--- config.mk ---
export PLATFORM = sky130hd
export DESIGN_NAME = sync_fifo_flags
export DESIGN_NICKNAME = d
export VERILOG_FILES = /design/src/rtl/sync_fifo_flags.sv
export SDC_FILE = /design/constraint.sdc
export NUM_CORES = 1
export LEC_CHECK = 0
export ABC_AREA = 1
export BUFFER_PORTS_ARGS = -buffer_cell sky130_fd_sc_hd__clkbuf_2
export CAP_MARGIN = 20
export CORE_ASPECT_RATIO = 1.5
export CORE_MARGIN = 2
export CORE_UTILIZATION = 40
export DETAILED_ROUTE_END_ITERATION = 7
export PLACE_DENSITY_LB_ADDON = 0.05
export RECOVER_POWER = 50
export SYNTH_ARGS = -nofsm -noshare
export SYNTH_HDL_FRONTEND = slang
export SYNTH_SLANG_ARGS = --single-unit
--- constraint.sdc ---
create_clock -name clk -period 9.1 [get_ports clk]
set_input_delay 0.455 -clock clk [delete_from_list [all_inputs] [get_ports clk]]
set_output_delay 0.455 -clock clk [all_outputs]
set_load 0.005 [all_outputs]
--- src/rtl/sync_fifo_flags.sv ---
// Single-clock FIFO with occupancy count, programmable almost-full/almost-empty,
// synchronous flush, sticky error flags and selectable registered or fall-through read.
module sync_fifo_flags #(
    parameter int WIDTH    = 32,
    parameter int DEPTH    = 8,
    parameter int FWFT     = 0,
    parameter int AF_LEVEL = 6,
    parameter int AE_LEVEL = 1
) (
    input  logic                     clk,
    input  logic                     reset,
    input  logic                     cs,
    input  logic                     wr_en,
    input  logic                     rd_en,
    input  logic                     flush,
    input  logic                     clr_err,
    input  logic [WIDTH-1:0]         d_in,
    output logic [WIDTH-1:0]         d_out,
    output logic                     empty,
    output logic                     full,
    output logic                     almost_empty,
    output logic                     almost_full,
    output logic [$clog2(DEPTH):0]   count,
    output logic                     overflow,
    output logic                     underflow
);

    localparam int ADDR = $clog2(DEPTH);
    localparam logic [ADDR:0] PTR_ONE = (ADDR+1)'(1);
    localparam logic [ADDR:0] AF_CNT  = (ADDR+1)'(AF_LEVEL);
    localparam logic [ADDR:0] AE_CNT  = (ADDR+1)'(AE_LEVEL);

    logic [WIDTH-1:0] mem_q [DEPTH];

    logic [ADDR:0] wr_ptr_q, wr_ptr_d;
    logic [ADDR:0] rd_ptr_q, rd_ptr_d;
    logic          overflow_q, overflow_d;
    logic          underflow_q, underflow_d;

    logic          flush_req;
    logic          wr_acc;
    logic          rd_acc;
    logic          ovf_set;
    logic          unf_set;
    logic          err_clr;
    logic [WIDTH-1:0] head;

    // Extra pointer MSB distinguishes full from empty when the low bits match.
    assign empty        = (wr_ptr_q == rd_ptr_q);
    assign full         = (wr_ptr_q[ADDR] != rd_ptr_q[ADDR]) &&
                          (wr_ptr_q[ADDR-1:0] == rd_ptr_q[ADDR-1:0]);
    assign count        = wr_ptr_q - rd_ptr_q;
    assign almost_empty = (count <= AE_CNT);
    assign almost_full  = (count >= AF_CNT);
    assign overflow     = overflow_q;
    assign underflow    = underflow_q;

    assign flush_req = cs & flush;
    assign wr_acc    = cs & wr_en & ~full  & ~flush;
    assign rd_acc    = cs & rd_en & ~empty & ~flush;
    assign ovf_set   = cs & wr_en & full  & ~flush;
    assign unf_set   = cs & rd_en & empty & ~flush;
    assign err_clr   = cs & clr_err;

    assign head = mem_q[rd_ptr_q[ADDR-1:0]];

    always_comb begin
        wr_ptr_d    = wr_ptr_q;
        rd_ptr_d    = rd_ptr_q;
        overflow_d  = overflow_q;
        underflow_d = underflow_q;

        if (wr_acc) begin
            wr_ptr_d = wr_ptr_q + PTR_ONE;
        end

        // Flush blocks the write in the same cycle, so wr_ptr_q is the final write position.
        if (flush_req) begin
            rd_ptr_d = wr_ptr_q;
        end else if (rd_acc) begin
            rd_ptr_d = rd_ptr_q + PTR_ONE;
        end

        if (ovf_set) begin
            overflow_d = 1'b1;
        end else if (err_clr) begin
            overflow_d = 1'b0;
        end

        if (unf_set) begin
            underflow_d = 1'b1;
        end else if (err_clr) begin
            underflow_d = 1'b0;
        end
    end

    always_ff @(posedge clk or posedge reset) begin
        if (reset) begin
            wr_ptr_q    <= '0;
            rd_ptr_q    <= '0;
            overflow_q  <= 1'b0;
            underflow_q <= 1'b0;
        end else begin
            wr_ptr_q    <= wr_ptr_d;
            rd_ptr_q    <= rd_ptr_d;
            overflow_q  <= overflow_d;
            underflow_q <= underflow_d;
        end
    end

    // Storage is deliberately left unreset; empty/full gate every visible read.
    always_ff @(posedge clk) begin
        if (wr_acc) begin
            mem_q[wr_ptr_q[ADDR-1:0]] <= d_in;
        end
    end

    generate
        if (FWFT != 0) begin : g_fwft
            assign d_out = empty ? '0 : head;
        end else begin : g_reg
            logic [WIDTH-1:0] dout_q;

            always_ff @(posedge clk or posedge reset) begin
                if (reset) begin
                    dout_q <= '0;
                end else if (rd_acc) begin
                    dout_q <= head;
                end
            end

            assign d_out = dout_q;
        end
    endgenerate

endmodule

==> results.json, run 1 <==
{
  "status": "finished with violations",
  "violations": "capacitance limit, slew limit",
  "yosys_warnings": 0,
  "drcViolationCount": 0,
  "clk_latency_ps": 570,
  "worstHoldStart": "rd_en",
  "area_growth_pct": 13.9,
  "min_path_cells": 3,
  "yosysSeqAreaShare_pct": 68.0,
  "vias": 8203,
  "die_w_um": 150,
  "initial_core_util_pct": 40.5,
  "fin_skew_ps": 19.2,
  "syn-cell-area_um2": 12900,
  "tritoncts": "done",
  "final_max_slew_viol_count": 43,
  "cts_buffers": 30,
  "grt_pass1_vias": 8167,
  "netlist_instances": 1221,
  "cts_htree_levels": 1,
  "viasPerCell": 4.74,
  "drtIter0Drc": 497,
  "crit_path_start": "rd_ptr_q[1]",
  "worstSetupEndpointType": "register",
  "ff2ff_path_depth": 10,
  "layout_common_cells": "379 x nand2_1, 256 x edfxtp_1, 214 x inv_1",
  "fp.dieH_um": 224,
  "ioPinCount": 81,
  "drive_gt1_share_pct": 11.1,
  "antenna_found_initial": 0,
  "postCtsHoldBufs": 0,
  "relSlewSlack_pct": -93.8,
  "drv_cap": 1,
  "grt_max_degree": 101,
  "crit_arrival_ps": 4170,
  "fmax_mhz": 254,
  "start_kind": "register",
  "synthTopCellsByArea": "edfxtp_1 60%, nand2_1 11%, nand3_1 8.3%",
  "wirelength_mm": 29.8,
  "hold_class": "input port to register",
  "tightest_slew_ps": 2910,
  "rsz0062_at_grt": "no",
  "synth_top_cell_by_area": "edfxtp_1",
  "clk_pin_slew_ps": 60,
  "cp_max_fo": 69,
  "async_flop_share_pct": 14.1,
  "cts-root-buf": "clkbuf_16",
  "drt_first_pass_iters": 4,
  "synth_flop_cell": "edfxtp_1",
  "required_ps": 9330,
  "grt_first_pass_wirelength_mm": 46.5,
  "r2r_start": "rd_ptr_q[1]",
  "io_buffers": 80,
  "antenna_left": 0,
  "cts_resized": 0,
  "layout_commonest_cell": "nand2_1",
  "ir_drop_v": 0.000161,
  "timing.hold.ws_ps": 189,
  "clock-sinks": 298,
  "finalSetupViolCount": 0,
  "period_share_pct": 43.3,
  "post-cts-setup-buffers": 0,
  "rows": 80,
  "die_area_um2": 33600,
  "synth_top_area_share_pct": 59.8,
  "yosys_register_bits": 298,
  "nets": 1340,
  "min_period_ps": 3940,
  "power_density_nw_per_um2": 290,
  "finalSetupTns_ps": 0,
  "gp_congestion": 0.716,
  "avgRoutedWirePerCell_um": 17.2,
  "syn-num-nets": 1266,
  "power.leakage_nw": 6.37,
  "synth_cell_type_count": 32,
  "syn_avg_cell_area_um2": 10.5,
  "hold_viol_final": 0,
  "clk_path_buf_depth": 3,
  "gr-total-overflow": 0,
  "path_class": "register to register",
  "synth_edf_count": 256,
  "antenna_cells": 0,
  "grt.total_usage_pct": 18.1,
  "dpl.hpwl_mm": 15.7,
  "design.core.area_um2": 31700
}
path summary, 6_finish.rpt:
path	end	slack (ps)
worst min-delay path	underflow	190
worst max register to register	mem_q[0][5]	5160
max in group asynchronous	rd_ptr_q[0]	6090
min in group asynchronous	d_out[1]	960
worst min register to register	d_out[1]	480
worst max-delay path	mem_q[0][5]	5160
where the power goes:
part	switching (mW)	internal, mW
clock network	0.526	0.796
logic	0.814	0.409
registers	0.0910	1.61
flip-flops by register name, indices dropped and copies added, names as in the netlist:
name / flops
wr_ptr_q: 4
overflow: 1
rd_ptr_q: 4
underflow: 1
d_out: 32
mem_q: 256
area by class of cell:
class	count	area, µm²
inverter	222	840
tap	410	513
clock buffer	40	848
multi-input combinational	644	2950
timing repair buffer	99	541
clock inverter	16	219
sequential	298	8740
fill	2966	17100
per-stage QoR:
step	utilization, %	instances	setup slack, ps	cell area, µm²	power (mW)
2_1_floorplan	-	1221	4940	12900	2.60
3_3_place_gp	42.7	1669	4820	13600	2.98
3_5_place_dp	42.8	1670	4770	13600	2.98
4_1_cts	46.2	1726	4750	14600	4.31
5_1_grt	46.2	1729	4930	14600	4.52
6_report	46.2	1729	5160	14600	4.25
per-layer routing:
| metal | GRT usage, % | vias to the layer above | part of all wire [%] |
|---|---|---|---|
| met5 | 0 | - | 0 |
| met4 | 5.17 | 0 | 1.9 |
| met3 | 1.87 | 41 | 2.9 |
| met2 | 32.2 | 128 | 51 |
| met1 | 23.4 | 3973 | 44 |
| li1 | - | 4061 | - |
critical path, cell delays in order (launching register included):
cell and delay (ps):
dfrtp_2 390, buf_4 430, inv_2 120, buf_4 710, ha_1 400, nand3_2 90
nor2_2 50, inv_1 150, nand3_2 240, nor2_4 520, buf_4 440
cell usage after synthesis (all sizes together) (3+ instances only):
library cell / number
inv: 221
clkbuf: 6
nor2: 9
dfrtp: 42
o21ai: 4
nor3: 3
or2: 12
nand3: 215
nand2: 384
xnor2: 3
buf: 51
edfxtp: 256
xor2: 4
ha: 5
cells by family after synthesis:
kind of cell               after synthesis  share of synthesized area, %
and+or+nand+nor                        625                          21.1
DFF                                    298                          68.0
buffers and inverters                  279                          9.55
xor gates and xnor gates                 7                         0.477
AOI/OAI and AO/OA                        6                         0.263
adders and majority gates                6                         0.642
No activity file was read; power rests on OpenSTA's default activity.
==> run 2: changes to the inputs <==
Clock period 9.1 ns to 3.88 ns, I/O delays scaled along.
==> run 2 against run 1 <==
Net effect: first-iteration DRC count shrank 21%; global-route usage grew 0.86 points; the flow now finishes without violations; clock power rose by 110%; total power increased by 130%; hold slack got worse by 150 ps; sequential power increased by 140%; register-to-register slack lost 4200 ps; maximum frequency increased by 36%; clock skew decreased by 9.1 ps; die area unchanged.
==> results.json, run 2 (synthesis results as in run 1) <==
{
  "tritoncts": "done",
  "gr-total-overflow": 0,
  "finalSetupViolCount": 0,
  "antenna_left": 0,
  "start_kind": "register",
  "drv_cap": 0,
  "fmax_mhz": 345,
  "crit_slowest_cell": "dfrtp_4",
  "min_period_ps": 2900,
  "cts-root-buf": "clkbuf_16",
  "relSlewSlack_pct": 5.26,
  "grt.total_usage_pct": 19.0,
  "post-place-ws_ps": 923,
  "required_ps": 4140,
  "fin_util_pct": 46.9,
  "avgRoutedWirePerCell_um": 17.5,
  "grt_pass1_vias": 8369,
  "clk_pin_slew_ps": 70,
  "slowest_delay_ps": 810,
  "path_common_cell": "nand3_2",
  "clk_path_buf_depth": 3,
  "die_area_um2": 33600,
  "hold_viol_final": 0,
  "drt_first_pass_iters": 4,
  "grt_first_pass_wirelength_mm": 48.5,
  "drtIter0Drc": 392,
  "clock-sinks": 298,
  "setup_ws_ps": 979,
  "fin_skew_ps": 10.1,
  "rsz0062_at_grt": "no",
  "hold_class": "input port to register",
  "cp_cell_sequence": "ha_1 -> nand3_2 -> nor2_2 -> inv_1 -> nand3_2 -> nor2_4 -> buf_12",
  "vias": 8442,
  "period_share_pct": 74.8,
  "gp_congestion": 0.720,
  "rows": 80,
  "fp.dieH_um": 224,
  "antenna_cells": 0,
  "ioPinCount": 81,
  "drive_gt1_share_pct": 10.2,
  "wirelength_mm": 30.9,
  "dpl.hpwl_mm": 16.4,
  "initial_core_util_pct": 40.5,
  "area_growth_pct": 15.6,
  "ir_drop_v": 0.000380,
  "power_density_nw_per_um2": 650,
  "io_buffers": 80,
  "drcViolationCount": 0,
  "layout_common_cells": "379 x nand2_1, 256 x edfxtp_1, 215 x inv_1",
  "grt_max_degree": 97,
  "crit_arrival_ps": 3160,
  "antenna_found_initial": 0,
  "cts_buffers": 30,
  "worstSetupEndpointType": "register",
  "tightest_slew_ps": 1420,
  "cts_htree_levels": 1,
  "final_max_slew_viol_count": 0,
  "design.core.area_um2": 31700,
  "largest_reg_flops": 256,
  "layout_commonest_cell": "nand2_1",
  "status": "complete, no violations",
  "finalSetupTns_ps": 0,
  "clk_latency_ps": 560,
  "power.leakage_nw": 6.45,
  "die_w_um": 150,
  "nets": 1378,
  "viasPerCell": 4.78,
  "cp_max_fo": 48,
  "path_class": "register to register"
}
[run 2: cell count changes in the layout (fill, tap and decap cells not counted), moves of 3 or more]
| cell | delta |
|---|---|
| clkbuf_1 | +8 |
| clkbuf_2 | -3 |
| dlygate4sd3_1 | +37 |
| bufinv_16 | -5 |
| clkinv_2 | +3 |
[run 2: stage by stage]
step | total power, mW | hold WS [ps] | instance area, µm² | std cells
floorplan | 6.11 | 293 | 12900 | 1221
global placement | 7.01 | 374 | 13600 | 1674
detailed placement | 7.03 | 381 | 13600 | 1674
CTS | 9.83 | 18.6 | 14900 | 1767
global route | 10.3 | 39.1 | 14900 | 1767
finish | 9.66 | 38.5 | 14900 | 1767
[run 2: worst max-delay path, delay by kind of cell, from the launching register on]
kind                     cells  cell delay [ps]
adder cells (fa/ha/maj)      1              370
buffers and inverters        2              410
flip-flops                   1              810
AND/OR/NAND/NOR              4              990
[run 2: worst paths after layout]
path,start,to,slack (ps),cells past startpoint
min in group asynchronous,reset,d_out[3],570,3
hold / removal,cs,wr_ptr_q[1],40,5
setup / recovery,rd_ptr_q[0],mem_q[4][9],980,7
max in group asynchronous,reset,d_out[21],1700,4
setup reg to reg,rd_ptr_q[0],mem_q[4][9],980,7
hold reg to reg,d_out[11],d_out[11],480,2
[run 2: cell type report]
class                   instances  area (µm²)
well taps                     410         513
inverters                     222         840
flip-flops and latches        298        8740
multi-input cells             644        2950
fillers                      2981       16900
repair buffers                137         903
clock buffers                  44         865
clock inverters                12        60.1
[run 2: routing by layer]
metal / global-route usage (%) / routed length, µm / up-vias
li1: - / - / 4143
met1: 24.8 / 13600 / 4088
met2: 32.8 / 15500 / 157
met3: 2.57 / 1090 / 54
met4: 5.78 / 788 / 0
met5: 0 / 0 / -
[run 2: repair_timing]
item	CTS	global route
resized for setup	0	0
hold buffers	37	0
setup buffers	0	0
hold endpoints to repair	288	0
[run 2: power breakdown]
part / internal [mW] / switching, mW / leakage [nW]
registers: 3.78 / 0.225 / 2.83
clock network: 1.54 / 1.21 / 0.460
logic: 0.973 / 1.94 / 3.16
